File: src/rtl/dp4_ctrl_pkg.sv
// Shared types for the DP4 issue controller: FSM states, mode encodings and
// the shadow-pipeline entry that tracks each in-flight op.
package dp4_ctrl_pkg;

  typedef enum logic [1:0] {
    RUN    = 2'd0,
    DRAIN  = 2'd1,
    SWITCH = 2'd2
  } state_e;

  localparam logic MODE_FP32 = 1'b1;
  localparam logic MODE_FP16 = 1'b0;

  localparam int DP4_TAG_W = 4;

  typedef struct packed {
    logic                 valid;
    logic                 src;
    logic [DP4_TAG_W-1:0] tag;
    logic                 mode;
  } shadow_t;

endpackage

File: src/rtl/dp4_rr_arb2.sv
// Two-way round-robin winner select. The pointer names the preferred
// requester and moves to the loser whenever the winner is granted.
module dp4_rr_arb2 (
  input  logic clk,
  input  logic reset_n,
  input  logic valid0_i,
  input  logic valid1_i,
  input  logic grant_i,
  output logic winner_o
);

  logic rr_ptr_q, rr_ptr_d;

  always_comb begin
    winner_o = rr_ptr_q;
    if (rr_ptr_q == 1'b0) begin
      winner_o = valid0_i ? 1'b0 : 1'b1;
    end else begin
      winner_o = valid1_i ? 1'b1 : 1'b0;
    end
    rr_ptr_d = rr_ptr_q;
    if (grant_i) begin
      rr_ptr_d = ~winner_o;
    end
  end

  always_ff @(posedge clk or negedge reset_n) begin
    if (!reset_n) begin
      rr_ptr_q <= 1'b0;
    end else begin
      rr_ptr_q <= rr_ptr_d;
    end
  end

endmodule

File: src/rtl/dp4_issue_ctrl.sv
// Issue controller for the shared DP4 datapath: arbitration, drain-before-mode-
// switch sequencing, shadow valid/tag pipeline and result-credit metering.
//
//   state  | meaning
//   RUN    | issuing ops whose mode matches dp_mode
//   DRAIN  | mismatch seen; waiting for in-flight ops to leave the pipe
//   SWITCH | pipe empty; dp_mode takes pend_mode this cycle
module dp4_issue_ctrl
  import dp4_ctrl_pkg::*;
#(
  parameter int PIPE_DEPTH = 4,
  parameter int TAG_W      = DP4_TAG_W,
  parameter int CREDITS    = 4
) (
  input  logic             clk,
  input  logic             reset_n,
  input  logic             req0_valid,
  input  logic             req0_mode,
  input  logic [TAG_W-1:0] req0_tag,
  output logic             req0_ready,
  input  logic             req1_valid,
  input  logic             req1_mode,
  input  logic [TAG_W-1:0] req1_tag,
  output logic             req1_ready,
  output logic             dp_mode,
  output logic             dp_issue,
  output logic             dp_src,
  output logic [TAG_W-1:0] dp_tag,
  output logic             res_valid,
  output logic             res_src,
  output logic [TAG_W-1:0] res_tag,
  output logic             res_mode,
  input  logic             res_credit_return,
  output logic             busy,
  output logic             credit_err
);

  localparam int CW = $clog2(CREDITS + 1);
  localparam logic [CW-1:0] CRED_MAX = CW'(CREDITS);
  localparam logic [CW-1:0] CRED_ONE = CW'(1);

  state_e                  state_q, state_d;
  logic                    dp_mode_q, dp_mode_d;
  logic                    pend_mode_q, pend_mode_d;
  logic [CW-1:0]           cred_q, cred_d;
  logic                    credit_err_q, credit_err_d;
  shadow_t [PIPE_DEPTH-1:0] shadow_q, shadow_d;

  logic             winner;
  logic             win_valid;
  logic             win_mode;
  logic [TAG_W-1:0] win_tag;
  logic             accept;
  logic             any_inflight;
  logic             drain_done;

  dp4_rr_arb2 u_arb (
    .clk      (clk),
    .reset_n  (reset_n),
    .valid0_i (req0_valid),
    .valid1_i (req1_valid),
    .grant_i  (accept),
    .winner_o (winner)
  );

  always_comb begin
    win_valid = winner ? req1_valid : req0_valid;
    win_mode  = winner ? req1_mode  : req0_mode;
    win_tag   = winner ? req1_tag   : req0_tag;
  end

  // drain_done looks one cycle ahead: only the last stage may still be valid,
  // so SWITCH lands on the first cycle the pipe is truly empty.
  always_comb begin
    any_inflight = 1'b0;
    drain_done   = 1'b1;
    for (int i = 0; i < PIPE_DEPTH; i++) begin
      any_inflight = any_inflight | shadow_q[i].valid;
      if (i != PIPE_DEPTH - 1) begin
        drain_done = drain_done & ~shadow_q[i].valid;
      end
    end
  end

  always_comb begin
    state_d     = state_q;
    pend_mode_d = pend_mode_q;
    dp_mode_d   = dp_mode_q;
    accept      = 1'b0;
    req0_ready  = 1'b0;
    req1_ready  = 1'b0;
    case (state_q)
      RUN: begin
        if (win_valid) begin
          if (win_mode != dp_mode_q) begin
            pend_mode_d = win_mode;
            state_d     = drain_done ? SWITCH : DRAIN;
          end else if (cred_q != '0) begin
            accept     = 1'b1;
            req0_ready = ~winner;
            req1_ready = winner;
          end
        end
      end
      DRAIN: begin
        if (drain_done) begin
          state_d = SWITCH;
        end
      end
      SWITCH: begin
        dp_mode_d = pend_mode_q;
        state_d   = RUN;
      end
      default: state_d = RUN;
    endcase
  end

  always_comb begin
    cred_d       = cred_q;
    credit_err_d = credit_err_q;
    if (accept && !res_credit_return) begin
      cred_d = cred_q - CRED_ONE;
    end else if (!accept && res_credit_return) begin
      if (cred_q == CRED_MAX) begin
        credit_err_d = 1'b1;
      end else begin
        cred_d = cred_q + CRED_ONE;
      end
    end
  end

  always_comb begin
    shadow_d[0].valid = accept;
    shadow_d[0].src   = winner;
    shadow_d[0].tag   = win_tag;
    shadow_d[0].mode  = dp_mode_q;
    for (int i = 1; i < PIPE_DEPTH; i++) begin
      shadow_d[i] = shadow_q[i-1];
    end
  end

  always_ff @(posedge clk or negedge reset_n) begin
    if (!reset_n) begin
      state_q      <= RUN;
      dp_mode_q    <= MODE_FP32;
      pend_mode_q  <= MODE_FP32;
      cred_q       <= CRED_MAX;
      credit_err_q <= 1'b0;
      shadow_q     <= '0;
    end else begin
      state_q      <= state_d;
      dp_mode_q    <= dp_mode_d;
      pend_mode_q  <= pend_mode_d;
      cred_q       <= cred_d;
      credit_err_q <= credit_err_d;
      shadow_q     <= shadow_d;
    end
  end

  assign dp_mode    = dp_mode_q;
  assign dp_issue   = accept;
  assign dp_src     = winner;
  assign dp_tag     = win_tag;
  assign res_valid  = shadow_q[PIPE_DEPTH-1].valid;
  assign res_src    = shadow_q[PIPE_DEPTH-1].src;
  assign res_tag    = shadow_q[PIPE_DEPTH-1].tag;
  assign res_mode   = shadow_q[PIPE_DEPTH-1].mode;
  assign busy       = any_inflight | (state_q != RUN);
  assign credit_err = credit_err_q;

endmodule

File: config.mk
export PLATFORM = sky130hd
export DESIGN_NAME = dp4_issue_ctrl
export DESIGN_NICKNAME = d
export VERILOG_FILES = /design/src/rtl/dp4_ctrl_pkg.sv /design/src/rtl/dp4_rr_arb2.sv /design/src/rtl/dp4_issue_ctrl.sv
export SDC_FILE = /design/constraint.sdc
export NUM_CORES = 1
export LEC_CHECK = 0
export CAP_MARGIN = 20
export CORE_ASPECT_RATIO = 1.25
export CORE_MARGIN = 10
export CORE_UTILIZATION = 40
export CTS_CLUSTER_SIZE = 28
export DETAILED_ROUTE_END_ITERATION = 10
export DONT_BUFFER_PORTS = 1
export HOLD_SLACK_MARGIN = 0.03
export PLACE_DENSITY_LB_ADDON = 0.08
export SETUP_SLACK_MARGIN = 0.3
export SYNTH_ARGS = -nofsm -noshare
export SYNTH_HDL_FRONTEND = slang
export SYNTH_SLANG_ARGS = --single-unit
File: constraint.sdc
create_clock -name clk -period 3.7 [get_ports clk]
set_clock_uncertainty 0.15 [all_clocks]
set_input_delay 0.74 -clock clk [delete_from_list [all_inputs] [get_ports clk]]
set_output_delay 0.74 -clock clk [all_outputs]
set_load 0.02 [all_outputs]
# Yosys cells after proc, flatten, opt, wreduce, memory -nomap -nowiden
# Cells that the tools add are included.
# word_totals
register_bits	37
input_bits	15
out_inout_bits	18
wordCells	81
# classes
n_addsub	2
n_eq_ne	8
n_mux	26
n_bitwise	11
n_reduce_logical	12
# op_table
cell	count
$mux 1	17
$mux 3	3
$reduce_and 3->1	3
$mux 2	4
$ne 2x2->1 const B	4
$not 1->1	5
$mux 4	1
$or 1x1->1	4
$pmux 2 s2	1
$reduce_bool 2->1	2
$add 3x1->3 const B	1
$eq 3x3->1 const B	1
$reduce_bool 3->1	1
$sub 3x1->3 const B	1
$and 1x1->1	2
$eq 2x1->1 const B	1
$eq 2x2->1 const B	1
$logic_and 1x1->1	2
$logic_not 1->1	2
$logic_not 2->1	1
$reduce_and 2->1	1
$ne 1x1->1	1

# Depth between registers and ports, before layout
# depth
ltp_word	11
depth_mapped	11

# Hierarchy
# From an unflattened synthesis, not the netlist that was laid out.
# unflattened
cells_unflattened	100
hier_area_um2	1383.8
# modules_own_cells
module	instances	cells_per_inst	area_each_um2	seq_area_each_um2
dp4_issue_ctrl	1	95	1338.8	904.6
dp4_rr_arb2	1	5	45.0	25.0

# Least setup slack after synthesis
# No wires, ideal clock.
# synth_timing
path_type	input -> register
startpoint	input req1_valid
endpoint	register cred_q[2]
setup_ns	0.081
t_arrival_ns	2.709
required_time_ns	3.469
path_slack_ns	0.760
stages	11
cell_sequence	nor2_1 -> or4_4 -> a211oi_2 -> or2_1 -> ha_1 -> inv_1 -> fa_1 -> nor2_1 -> o21ai_0 -> a21oi_1 -> a21oi_1
# synth_via
elab_chain_len	11
elab_cells_between_ends	15
# synth_lines
item	line	text
start, declared	dp4_issue_ctrl.sv:21	input logic req1_valid,
$mux 1	dp4_rr_arb2.sv:19	winner_o = valid1_i ? 1'b1 : 1'b0;
$mux 1	dp4_rr_arb2.sv:16	if (rr_ptr_q == 1'b0) begin
$mux 1	dp4_issue_ctrl.sv:68	win_mode = winner ? req1_mode : req0_mode;
$ne 1x1->1	dp4_issue_ctrl.sv:95	if (win_mode != dp_mode_q) begin
$mux 1	dp4_issue_ctrl.sv:95	
$mux 1 *	dp4_issue_ctrl.sv:94	if (win_valid) begin
$mux 1 *	dp4_issue_ctrl.sv:92	case (state_q)
named net dp_issue	dp4_issue_ctrl.sv:26	output logic dp_issue,
$logic_not 1->1	dp4_issue_ctrl.sv:123	end else if (!accept && res_credit_return) begin
$logic_and 1x1->1	dp4_issue_ctrl.sv:123	
$reduce_bool 2->1 (no source line)	n/a	
$reduce_and 2->1 (no source line)	n/a	
end signal, assigned	dp4_issue_ctrl.sv:154	cred_q <= cred_d;
end, declared	dp4_issue_ctrl.sv:45	logic [CW-1:0] cred_q, cred_d;
# The timed path passes the listed nets; every way through them passes the cells marked *.
# A chain may end at the register's enable or synchronous reset.

# Worst setup path in the final report
# layout_timing
startpoint	register cred_q[2]
endpoint	register cred_q[2]
# layout_via
elab_chain_len	9
elab_cells_between_ends	17
# layout_lines
item	line	text
$reduce_bool 3->1 *	dp4_issue_ctrl.sv:98	end else if (cred_q != '0) begin
$mux 1 *	dp4_issue_ctrl.sv:98	
$mux 1 *	dp4_issue_ctrl.sv:95	
$mux 1 *	dp4_issue_ctrl.sv:94	
$mux 1 *	dp4_issue_ctrl.sv:92	
named net dp_issue	dp4_issue_ctrl.sv:26	
$logic_not 1->1	dp4_issue_ctrl.sv:123	
$logic_and 1x1->1	dp4_issue_ctrl.sv:123	
$reduce_bool 2->1 (no source line)	n/a	
$reduce_and 2->1 (no source line)	n/a	
# The timed path passes the listed nets; every way through them passes the cells marked *. The select of a mux whose other input is x is not followed.

==> results.json <==
{
  "regToRegStartpoint": "cred_q[2]$_DFFE_PN1P_",
  "r2r_setup_slack_ps": 780,
  "synth_ff_type": "dfrtp_1",
  "power.density_nw_per_um2": 939,
  "cts_buffers": 5,
  "max_freq_ghz": 0.342,
  "finalWeightedCongestion": 0.893,
  "finalHoldWorstSlack_ps": 126,
  "grt_first_pass_wirelength_mm": 4.33,
  "layout.core_utilization_pct": 47.8,
  "ir_worst_vdd_mv": 0.398,
  "routed_wl_mm": 2.58,
  "worst-path-max-fanout": 6,
  "post-cts-setup-buffers": 0,
  "rsz_0062_raised_after_global_routing": "no",
  "floorplan.core_area_um2": 3280,
  "place_worst_setup_slack_ps": 562,
  "setup_ws_ps": 779,
  "insertion_delay_ps": 290,
  "vias_per_cell": 5.43,
  "drt_first_iter_violations": 74,
  "clock_pin_slew_of_the_registers_on_the_worst_case_setup_and_hold_paths_ps": 70,
  "die_area_um2": 6270,
  "grt.total_usage_pct": 8.89,
  "setup.worst_path.class": "flop to flop",
  "worst_r2r_path_depth": 11,
  "synth-seq-cells": 37,
  "relSlewSlack_pct": 72.8,
  "timing.final.crit_share_pct": 78.9,
  "totalNegativeSetupSlack_ps": 0,
  "final_layout_size_suffix_gt1_share_pct": 18.9,
  "synth.avg_cell_area_um2": 13.2,
  "num_antenna_cells": 0,
  "end_of_the_worst_register_to_register_path": "cred_q[2]$_DFFE_PN1P_",
  "tritoncts_clock_tree": "yes",
  "synthToLayoutAreaGrowth_pct": 12.2,
  "cts-htree-levels": 2,
  "worst_setup_path_end_kind": "flop",
  "fillCellCount": 297,
  "synth_sequential_area_ratio_pct": 66.5,
  "total_congestion_overflow": 0,
  "netlist_top_cells_count": "34 x dfrtp_1, 9 x inv_1, 7 x nor2_1",
  "outcome": "finished, final reports clean",
  "num_io_pins": 33,
  "synth_largest_type_area_fraction_pct": 60.9,
  "main_area_contributors_after_synthesis": "dfrtp_1 61%, dfstp_2 5.6%, mux2_2 3.2%",
  "timing.critical_path.required_ps": 3770,
  "crit_arrival_ps": 2990,
  "synthesis.instances": 106,
  "start_util_pct": 42.6,
  "cell_type_with_the_largest_total_area_after_synthesis": "dfrtp_1",
  "first_global_vias": 832,
  "antenna_left": 0,
  "finalSetupViolations": 0,
  "leakage_uw": 0.000708,
  "synth_cell_type_count": 34,
  "timing.critical_path.from": "cred_q[2]$_DFFE_PN1P_",
  "pin_count_of_the_biggest_net_entering_global_routing": 35,
  "dr_total_vias": 804,
  "finalMaxSlewViolations": 0,
  "count_of_unresolved_drc_violations_after_routing": 0,
  "ys_async_sr_fraction_pct": 100,
  "timing.max_cap.violations": 0,
  "dp_hpwl_mm": 1.94,
  "antenna_found_initial": 0,
  "cts.sink_count": 37,
  "synth_enable_flop_cells": 0,
  "period_needed_ps": 2920,
  "worst-slew-pin-transition_ps": 405,
  "synth_nets": 124,
  "min-delay-path-class": "primary input to asynchronous set/reset pin",
  "buffers_on_ports": 0,
  "wire_per_inst_um": 17.4,
  "num-nets-final": 128,
  "synth.most_common_cell": "dfrtp_1",
  "hold_violations": 0,
  "drt_first_pass_iters": 4,
  "die_x_um": 72.9,
  "std_cell_rows": 23,
  "die_h_um": 86.1,
  "start_kind": "flop",
  "yosys_warnings": 0,
  "worst_setup_path_endpoint": "cred_q[2]$_DFFE_PN1P_",
  "clock_path_buffers": 2,
  "root_buffer": "clkbuf_8",
  "post_synthesis_cell_area_um2": 1400
}
==> sequential cells by signal, summed over array words and instances, names as in the netlist, 2 cells and up <==
register,flops
state_q,2
cred_q,3
res_tag,4
shadow_d,21
==> how the worst min path moves through the flow <==
stage | end | slack, ps | cells past startpoint
detailed placement | res_tag[1]$_DFF_PN0_ | 180 | 0
CTS | credit_err$_DFFE_PN0P_ | 120 | 1
global route | cred_q[2]$_DFFE_PN1P_ | 120 | 0
floorplan | res_mode$_DFF_PN0_ | 180 | 0
global placement | shadow_d[24]$_DFF_PN0_ | 180 | 0
finish | credit_err$_DFFE_PN0P_ | 130 | 1
==> routing by layer <==
| layer | share of wire, % | global-route usage, % |
|---|---|---|
| met2 | 46 | 13.0 |
| met3 | 14 | 6.23 |
| met1 | 38 | 9.96 |
| met4 | 1.4 | 3.11 |
| met5 | 0 | 0 |
==> critical path, stage by stage (launching register included) <==
cell and delay (ps):
dfstp_2 580, nor3_1 80, or4_4 420, a211oi_2 170
or2_1 290, ha_1 240, inv_1 90, fa_1 390
nor2_1 120, o21ai_0 100, a21oi_1 140, a21oi_1 80
==> metrics by stage <==
stage	cell area [um^2]	std cells	power, uW
2_1_floorplan	1400	106	991
3_3_place_gp	1410	139	1060
3_5_place_dp	1410	139	1070
4_1_cts	1570	148	1500
5_1_grt	1570	148	1590
6_report	1570	148	1470
==> layout make-up <==
class / instances / area, um^2 / area share (%)
inverter: 9 / 33.8 / 2.15
clock inverter: 3 / 68.8 / 4.39
clock buffer: 5 / 68.8 / 4.39
sequential: 37 / 930 / 59.3
tap: 37 / 46.3 / 2.95
multi-input combinational: 55 / 393 / 25.1
timing repair buffer: 2 / 27.5 / 1.76
==> placed cells by master (no fill, tap or decap), types with 2 or more instances in the layout <==
cell | synthesis | final
dfrtp_1 | 34 | 34
xnor2_1 | 2 | 2
a31oi_1 | 2 | 2
inv_1 | 9 | 9
nand2b_1 | 3 | 3
and3_1 | 2 | 2
a21oi_1 | 6 | 6
ha_1 | 2 | 2
dfstp_2 | 3 | 3
bufinv_16 | 0 | 2
nand2_1 | 2 | 2
mux2_2 | 4 | 4
nor3_1 | 4 | 4
o21ai_0 | 2 | 2
nand3_1 | 2 | 2
clkbuf_8 | 0 | 5
nor2_1 | 7 | 7
==> cells by family (layout without fill, tap and decap cells) <==
logic type      Yosys count  after routing  share of synthesized area [%]
flops                    37             37                           66.5
simple gates             28             28                           11.2
compound gates           18             18                           9.22
buf+inv                  14             19                           5.37
mux                       4              4                           3.22
fa+ha+maj                 3              3                           3.22
xor+xnor                  2              2                           1.25
==> where the power goes <==
| part | internal, uW | switching (uW) |
|---|---|---|
| sequential | 557 | 130 |
| clock | 271 | 141 |
| combinational | 149 | 222 |
| total | 978 | 494 |
==> what timing repair did <==
item,CTS,global route
resized for setup,0,0
endpoints found under the hold margin,34,0
hold buffers,1,0
Note: power is estimated with default switching activity, not from simulation.
